## src/rtl/instr_fetch_unit.sv

```systemverilog
// ---------------------------------------------------------------------------
// instr_fetch_unit
//
// Multicycle instruction fetch front end. Keeps one request outstanding
// towards instruction memory and presents the raw decode fields of each
// fetched word to control_unit over a valid/ready handshake. A redirect
// loads a new PC and flushes whatever fetch is in progress.
//
// Ports:
//   clk, rst_n          clock, asynchronous active-low reset
//   imem_req_valid/addr request towards memory (addr is the PC register)
//   imem_req_ready      memory accepts the request this cycle
//   imem_rsp_valid/data instruction word from memory (never back-pressured)
//   redirect_valid/pc   branch/jump target; low two bits are ignored
//   dec_valid/ready     handshake towards decode
//   opcode, func3,      raw fields of the presented instruction
//   func7, imm_data     (imm_data = instr[31:12], extended downstream)
//   dec_pc              PC of the presented instruction
// ---------------------------------------------------------------------------
module instr_fetch_unit #(
   parameter int                ADDR_W   = 32,
   parameter logic [ADDR_W-1:0] RESET_PC = 32'h0000_0000,
   parameter int                PC_STEP  = 4
) (
   input  logic              clk,
   input  logic              rst_n,
   output logic              imem_req_valid,
   output logic [ADDR_W-1:0] imem_req_addr,
   input  logic              imem_req_ready,
   input  logic              imem_rsp_valid,
   input  logic [31:0]       imem_rsp_data,
   input  logic              redirect_valid,
   input  logic [ADDR_W-1:0] redirect_pc,
   output logic              dec_valid,
   input  logic              dec_ready,
   output logic [6:0]        opcode,
   output logic [2:0]        func3,
   output logic [6:0]        func7,
   output logic [19:0]       imm_data,
   output logic [ADDR_W-1:0] dec_pc
);

   typedef enum logic [1:0] {
      S_REQ   = 2'd0,
      S_WAIT  = 2'd1,
      S_HOLD  = 2'd2,
      S_DRAIN = 2'd3
   } state_t;

   state_t            state_reg;
   logic [ADDR_W-1:0] pc_reg;
   logic [ADDR_W-1:0] redirect_aligned;
   logic [ADDR_W-1:0] pc_inc;
   logic              req_accept;

   // Instructions are word aligned; the two low target bits are dropped.
   assign redirect_aligned = {redirect_pc[ADDR_W-1:2], 2'b00};
   assign pc_inc           = pc_reg + ADDR_W'(PC_STEP);
   assign imem_req_addr    = pc_reg;

   // imem_req_valid is a register that comes out of reset low, so the first
   // REQ cycle after reset only raises it. A handshake only counts when the
   // request was actually visible to memory.
   assign req_accept = imem_req_valid && imem_req_ready;

   // Bits [11:7] (rd) are not part of the decode interface.
   logic unused_bits;
   assign unused_bits = ^{redirect_pc[1:0], imem_rsp_data[11:7]};

   always_ff @(posedge clk or negedge rst_n) begin
      if (!rst_n) begin
         state_reg      <= S_REQ;
         pc_reg         <= RESET_PC;
         imem_req_valid <= 1'b0;
         dec_valid      <= 1'b0;
         dec_pc         <= '0;
         opcode         <= '0;
         func3          <= '0;
         func7          <= '0;
         imm_data       <= '0;
      end else if (redirect_valid) begin
         // Redirect wins over every other event this cycle. Whether the
         // old request is still owed a response decides REQ vs DRAIN.
         pc_reg    <= redirect_aligned;
         dec_valid <= 1'b0;
         case (state_reg)
            S_REQ: begin
               if (req_accept) begin
                  state_reg      <= S_DRAIN;
                  imem_req_valid <= 1'b0;
               end else begin
                  state_reg      <= S_REQ;
                  imem_req_valid <= 1'b1;
               end
            end
            S_WAIT, S_DRAIN: begin
               if (imem_rsp_valid) begin
                  state_reg      <= S_REQ;
                  imem_req_valid <= 1'b1;
               end else begin
                  state_reg      <= S_DRAIN;
                  imem_req_valid <= 1'b0;
               end
            end
            default: begin
               // HOLD: held instruction is discarded even if consumed now.
               state_reg      <= S_REQ;
               imem_req_valid <= 1'b1;
            end
         endcase
      end else begin
         case (state_reg)
            S_REQ: begin
               if (req_accept) begin
                  state_reg      <= S_WAIT;
                  imem_req_valid <= 1'b0;
               end else begin
                  imem_req_valid <= 1'b1;
               end
            end
            S_WAIT: begin
               if (imem_rsp_valid) begin
                  opcode    <= imem_rsp_data[6:0];
                  func3     <= imem_rsp_data[14:12];
                  func7     <= imem_rsp_data[31:25];
                  imm_data  <= imem_rsp_data[31:12];
                  dec_pc    <= pc_reg;
                  pc_reg    <= pc_inc;
                  state_reg <= S_HOLD;
                  dec_valid <= 1'b1;
               end
            end
            S_HOLD: begin
               if (dec_ready) begin
                  state_reg      <= S_REQ;
                  dec_valid      <= 1'b0;
                  imem_req_valid <= 1'b1;
               end
            end
            default: begin
               // DRAIN: the response belongs to a flushed fetch; drop it.
               if (imem_rsp_valid) begin
                  state_reg      <= S_REQ;
                  imem_req_valid <= 1'b1;
               end
            end
         endcase
      end
   end

endmodule

```

## config.mk

```make
export PLATFORM = sky130hd
export DESIGN_NAME = instr_fetch_unit
export DESIGN_NICKNAME = d
export VERILOG_FILES = /design/src/rtl/instr_fetch_unit.sv
export SDC_FILE = /design/constraint.sdc
export NUM_CORES = 1
export LEC_CHECK = 0
export ABC_CLOCK_PERIOD_IN_PS = 3310
export CORE_UTILIZATION = 48
export CTS_BUF_LIST = sky130_fd_sc_hd__clkbuf_4 sky130_fd_sc_hd__clkbuf_8
export CTS_CLUSTER_DIAMETER = 100
export CTS_CLUSTER_SIZE = 16
export DETAILED_ROUTE_END_ITERATION = 7
export GPL_TIMING_DRIVEN = 0
export PLACE_DENSITY = 0.88
export SYNTH_ARGS = -nofsm -noshare
export SYNTH_HDL_FRONTEND = slang
export SYNTH_SLANG_ARGS = --single-unit
```

## constraint.sdc

```tcl
create_clock -name clk -period 3.31 [get_ports clk]
set_input_delay 0.662 -clock clk [delete_from_list [all_inputs] [get_ports clk]]
set_output_delay 0.662 -clock clk [all_outputs]
set_load 0.02 [all_outputs]
```

-- Yosys cells after proc, flatten, opt, wreduce, memory -nomap -nowiden
Cells that the tools add are included.
- register bits after elaboration: 105
- bits of input ports: 70
- word-level logic and storage cells: 52
- $add $sub $neg: 1
- equal/unequal tests: 7
- multiplexer cells: 22
- bitwise gates (word level): 1
- reductions and logical operators: 12
- operator list (cell ; number):
    $mux 32 ; 3
    $add 32x3->32 const B ; 1
    $mux 2 ; 7
    $ne 3x3->1 const B ; 3
    $reduce_and 3->1 ; 3
    $mux 1 ; 7
    $pmux 2 s3 ; 1
    $eq 2x2->1 const B ; 2
    $pmux 1 s2 ; 2
    $pmux 2 s2 ; 1
    $reduce_and 4->1 ; 1
    $reduce_bool 2->1 ; 2
    $reduce_bool 4->1 ; 1
    $pmux 1 s3 ; 1
    $reduce_bool 3->1 ; 1
    $eq 2x1->1 const B ; 1
    $logic_not 2->1 ; 1
    $ne 2x2->1 const B ; 1
    $reduce_and 2->1 ; 1
    $reduce_or 2->1 ; 1
    $logic_and 1x1->1 ; 1
    $not 1->1 ; 1

-- Logic depth before layout (Yosys ltp)
- word-level depth: 4
- gate-level depth with buffers: 7
- mapped depth without buffers: 5

-- Least setup slack after synthesis
Ideal clock, no wire load.
- path kind: register -> register
- start: register pc_reg[2] (netlist: imem_req_addr[2])
- end: register pc_reg[26] (netlist: imem_req_addr[26])
- library setup time: 0.082 ns
- arrival: 2.002 ns
- required time: 3.228 ns
- setup slack: 1.227 ns
- stages on the path, launching flop included: 7
- path buffers: 1
- path through: dfrtp_1 > ha_1 > nand4b_4 > or3_1 > buf_2 > or4_1 > a31oi_1
- longest elaborated chain between the ends: 4
- ends and longest elaborated chain (element ; RTL line ; RTL):
    start, declared ; 51 ; logic [ADDR_W-1:0] pc_reg;
    start signal, assigned ; 84 ; pc_reg <= redirect_aligned;
    start signal, assigned ; 128 ; pc_reg <= pc_inc;
    $add 32x3->32 ; 58 ; assign pc_inc = pc_reg + ADDR_W'(PC_STEP);
    $mux 32 ; 122 ; if (imem_rsp_valid) begin
    $mux 32 ; 112 ; case (state_reg)
    $mux 32 ; 81 ; end else if (redirect_valid) begin
Every way passes these cells. The select of a mux whose other input is x is not followed.
A chain may end at the register's enable or synchronous reset.

-- Final worst setup path
- start: input port imem_rsp_valid
- end: register pc_reg[15] (netlist: imem_req_addr[15])
- longest elaborated chain between the ends: 2
- ends and longest elaborated chain (element ; RTL line ; RTL):
    start, declared ; 30 ; input logic imem_rsp_valid,
    $reduce_bool 2->1 (no line) ; n/a ;
    $reduce_and 2->1 (no line) ; n/a ;
Every way passes these cells.

==> results.tsv <==
metric	value	unit
status	finished, final reports clean	
drc	0	
cts.sinks	91	
ys_seq_elements	91	
cp_max_fo	10	
final_common_cell	clkdlybuf4s50_1	
antenna_left	0	
cts_root_buffer	clkbuf_8	
hold_viol	0	
grt-ovfl-total	0	
rr_worst_depth	6	
clkPwrFrac	14.7	%
grt_util_all_layers	24.8	%
fmax	372	MHz
cp.arrival	2.89	ns
cp_cell_sequence	clkdlybuf4s50_1 -> nand3b_4 -> or3_1 -> buf_2 -> clkbuf_1 -> o31ai_1 -> a31oi_1	
insertion_delay	0.35	ns
path_class	in -> reg	
synthesis.area	4210	um^2
worstSetupEndpointType	flip-flop	
grt_pass1_wl	17.3	mm
seqCellArea	2280	um^2
antenna_found_initial	0	
drive_above_1_share	19.0	%
crit_slowest_cell	clkdlybuf4s50_1	
worst_slew_pin_slew	0.580	ns
r2r-start	state_reg[1]	
finalPower	4.86	mW
path_clk_slew	0.10	ns
cts_setup_buffers	0	
p_leak	2.49	nW
power.internal	3.10	mW
ir_drop	0.514	mV
min_period	2.69	ns
cts_tree	yes	
grt_max_degree	50	
p_sw	1.76	mW
rsz0062_at_grt	no	
cts_resized	0	
gp_congestion	0.798	
slew_violations	0	
rows	33	
max_stage_delay	0.67	ns
skew	0.0143	ns
grt_pass1_vias	3593	
timing.final.crit_share	81.2	%
relSlewSlack	61.3	%
timing.rr.end	imem_req_addr[15]	
fin_setup_tns	0	ns
worst_hold_path_type	in -> async	
final_cell_mix	160 x clkdlybuf4s50_1, 91 x dfrtp_1, 59 x mux2_2	
hold_buffers	0	
ff2ff_setup_slack	1.07	ns
synth_edf_count	0	
synth_warnings	0	
ios	173	
multi_input_area	1740	um^2
num_antenna_cells	0	
fillers	585	
coreArea	8340	um^2
vias_per_cell	5.55	
fin_nets	613	
ys.flop_type	dfrtp_1	
io_buffers	161	
start_util	50.5	%
p_sw_share	36.3	%
die_y	95.7	um
wirelength	11.1	mm
dp_hpwl	8.16	mm
cts_max_level	3	
power_frac_comb	48.3	%
synthCells	366	
area_delta_synth_final	46.6	%
critPathLaunchType	input port	
timing.hold.ws	0.301	ns
cts_buffer_depth	2	
async_flop_share	100	%
cts_buffers	9	
synth_cell_type_count	38	
syn_area_per_cell	11.5	um^2
maxCapViolCount	0	
wl_per_cell	17.1	um
synth.yosys.seq_area_share	54.0	%
drt_iter0_drc	182	
num_vias	3620	
cp.required	3.51	ns
dr.pass1.iters	4	
seqPwrFrac	37.1	%
powerDensity	787	nW/um^2
die_width	95.7	um
die-area	9160	um^2
finalSetupViolations	0	
-- metrics by stage --
| step | cells | util (%) | setup slack (ns) | area, um^2 |
|---|---|---|---|---|
| after floorplan | 369 | - | 1.23 | 4230 |
| after global placement | 635 | 71.6 | -1.71 | 5970 |
| after detailed placement | 636 | 71.9 | 0.244 | 5990 |
| after CTS | 652 | 74.1 | 0.624 | 6180 |
| after global routing | 652 | 74.1 | 0.501 | 6180 |
| final | 652 | 74.1 | 0.622 | 6180 |
-- routing by layer --
| metal | global-route usage, % | share of wire (%) |
|---|---|---|
| met1 | 29.9 | 40 |
| met2 | 41.7 | 50 |
| met3 | 6.00 | 6.9 |
| met4 | 11.9 | 3.0 |
| met5 | 0 | 0 |
-- synthesized netlist by cell type, drive strengths merged, types with 3 or more instances --
library cell,n,share of area [%]
a31oi,16,2.4
xor2,3,0.62
buf,24,3.7
inv,5,0.45
o21ai,16,1.9
a21oi,4,0.48
dfrtp,91,54
nor2,23,2.0
mux2,59,16
or3,8,1.2
nand4,7,1.0
nand2b,3,0.45
nor4,4,0.59
nor3,9,1.1
xnor2,8,1.7
nand2,25,2.2
or4,15,2.7
clkbuf,8,0.74
nand3,10,1.2
o31ai,13,2.3
-- power by group through the flow --
stage                     logic (mW)  clock network [mW]  registers, mW
after floorplan                0.717                   0           2.28
after global placement          2.31                   0           1.79
after detailed placement        2.36                   0           1.83
after CTS                       2.37               0.727           1.81
after global routing            2.49               0.767           1.87
final                           2.35               0.712           1.80
-- logic make-up (layout without fill, tap and decap cells) --
kind of cell,count (synthesis),in the layout,share of synthesized area (%)
and+or+nand+nor,113,113,14.8
DFF,91,91,54.0
muxes,60,60,16.0
AOI/OAI and AO/OA,52,52,7.60
buffers and inverters,37,215,4.93
xor gates and xnor gates,11,11,2.29
adders and majority gates,1,1,0.297
other,1,4,0.0890
-- critical path, delay by kind of cell --
| family | cells | cell delay, ns |
|---|---|---|
| buffers and inverters | 3 | 1.15 |
| AOI/OAI and AO/OA | 2 | 0.49 |
| and+or+nand+nor | 2 | 0.57 |
-- worst max path at each step --
| stage | from | end | slack [ns] | depth (start not counted) |
|---|---|---|---|---|
| floorplan | imem_req_addr[2] | imem_req_addr[26] | 1.23 | 6 |
| global placement | rst_n | func7[4] | -1.71 | 1 |
| detailed placement | imem_rsp_valid | imem_req_addr[15] | 0.24 | 7 |
| CTS | imem_rsp_valid | imem_req_addr[15] | 0.62 | 7 |
| global route | imem_rsp_valid | dec_pc[2] | 0.50 | 6 |
| finish | imem_rsp_valid | imem_req_addr[15] | 0.62 | 7 |
-- cell type report --
cell class | instances | share of cell area [%]
Sequential cell | 91 | 36.9
Inverter | 5 | 0.304
Tap cell | 105 | 2.13
Timing Repair Buffer | 162 | 26.5
Buffer | 32 | 3.06
Clock inverter | 6 | 0.770
Clock buffer | 10 | 2.23
Multi-Input combinational cell | 241 | 28.2
No activity file was read; power rests on OpenSTA's default activity.
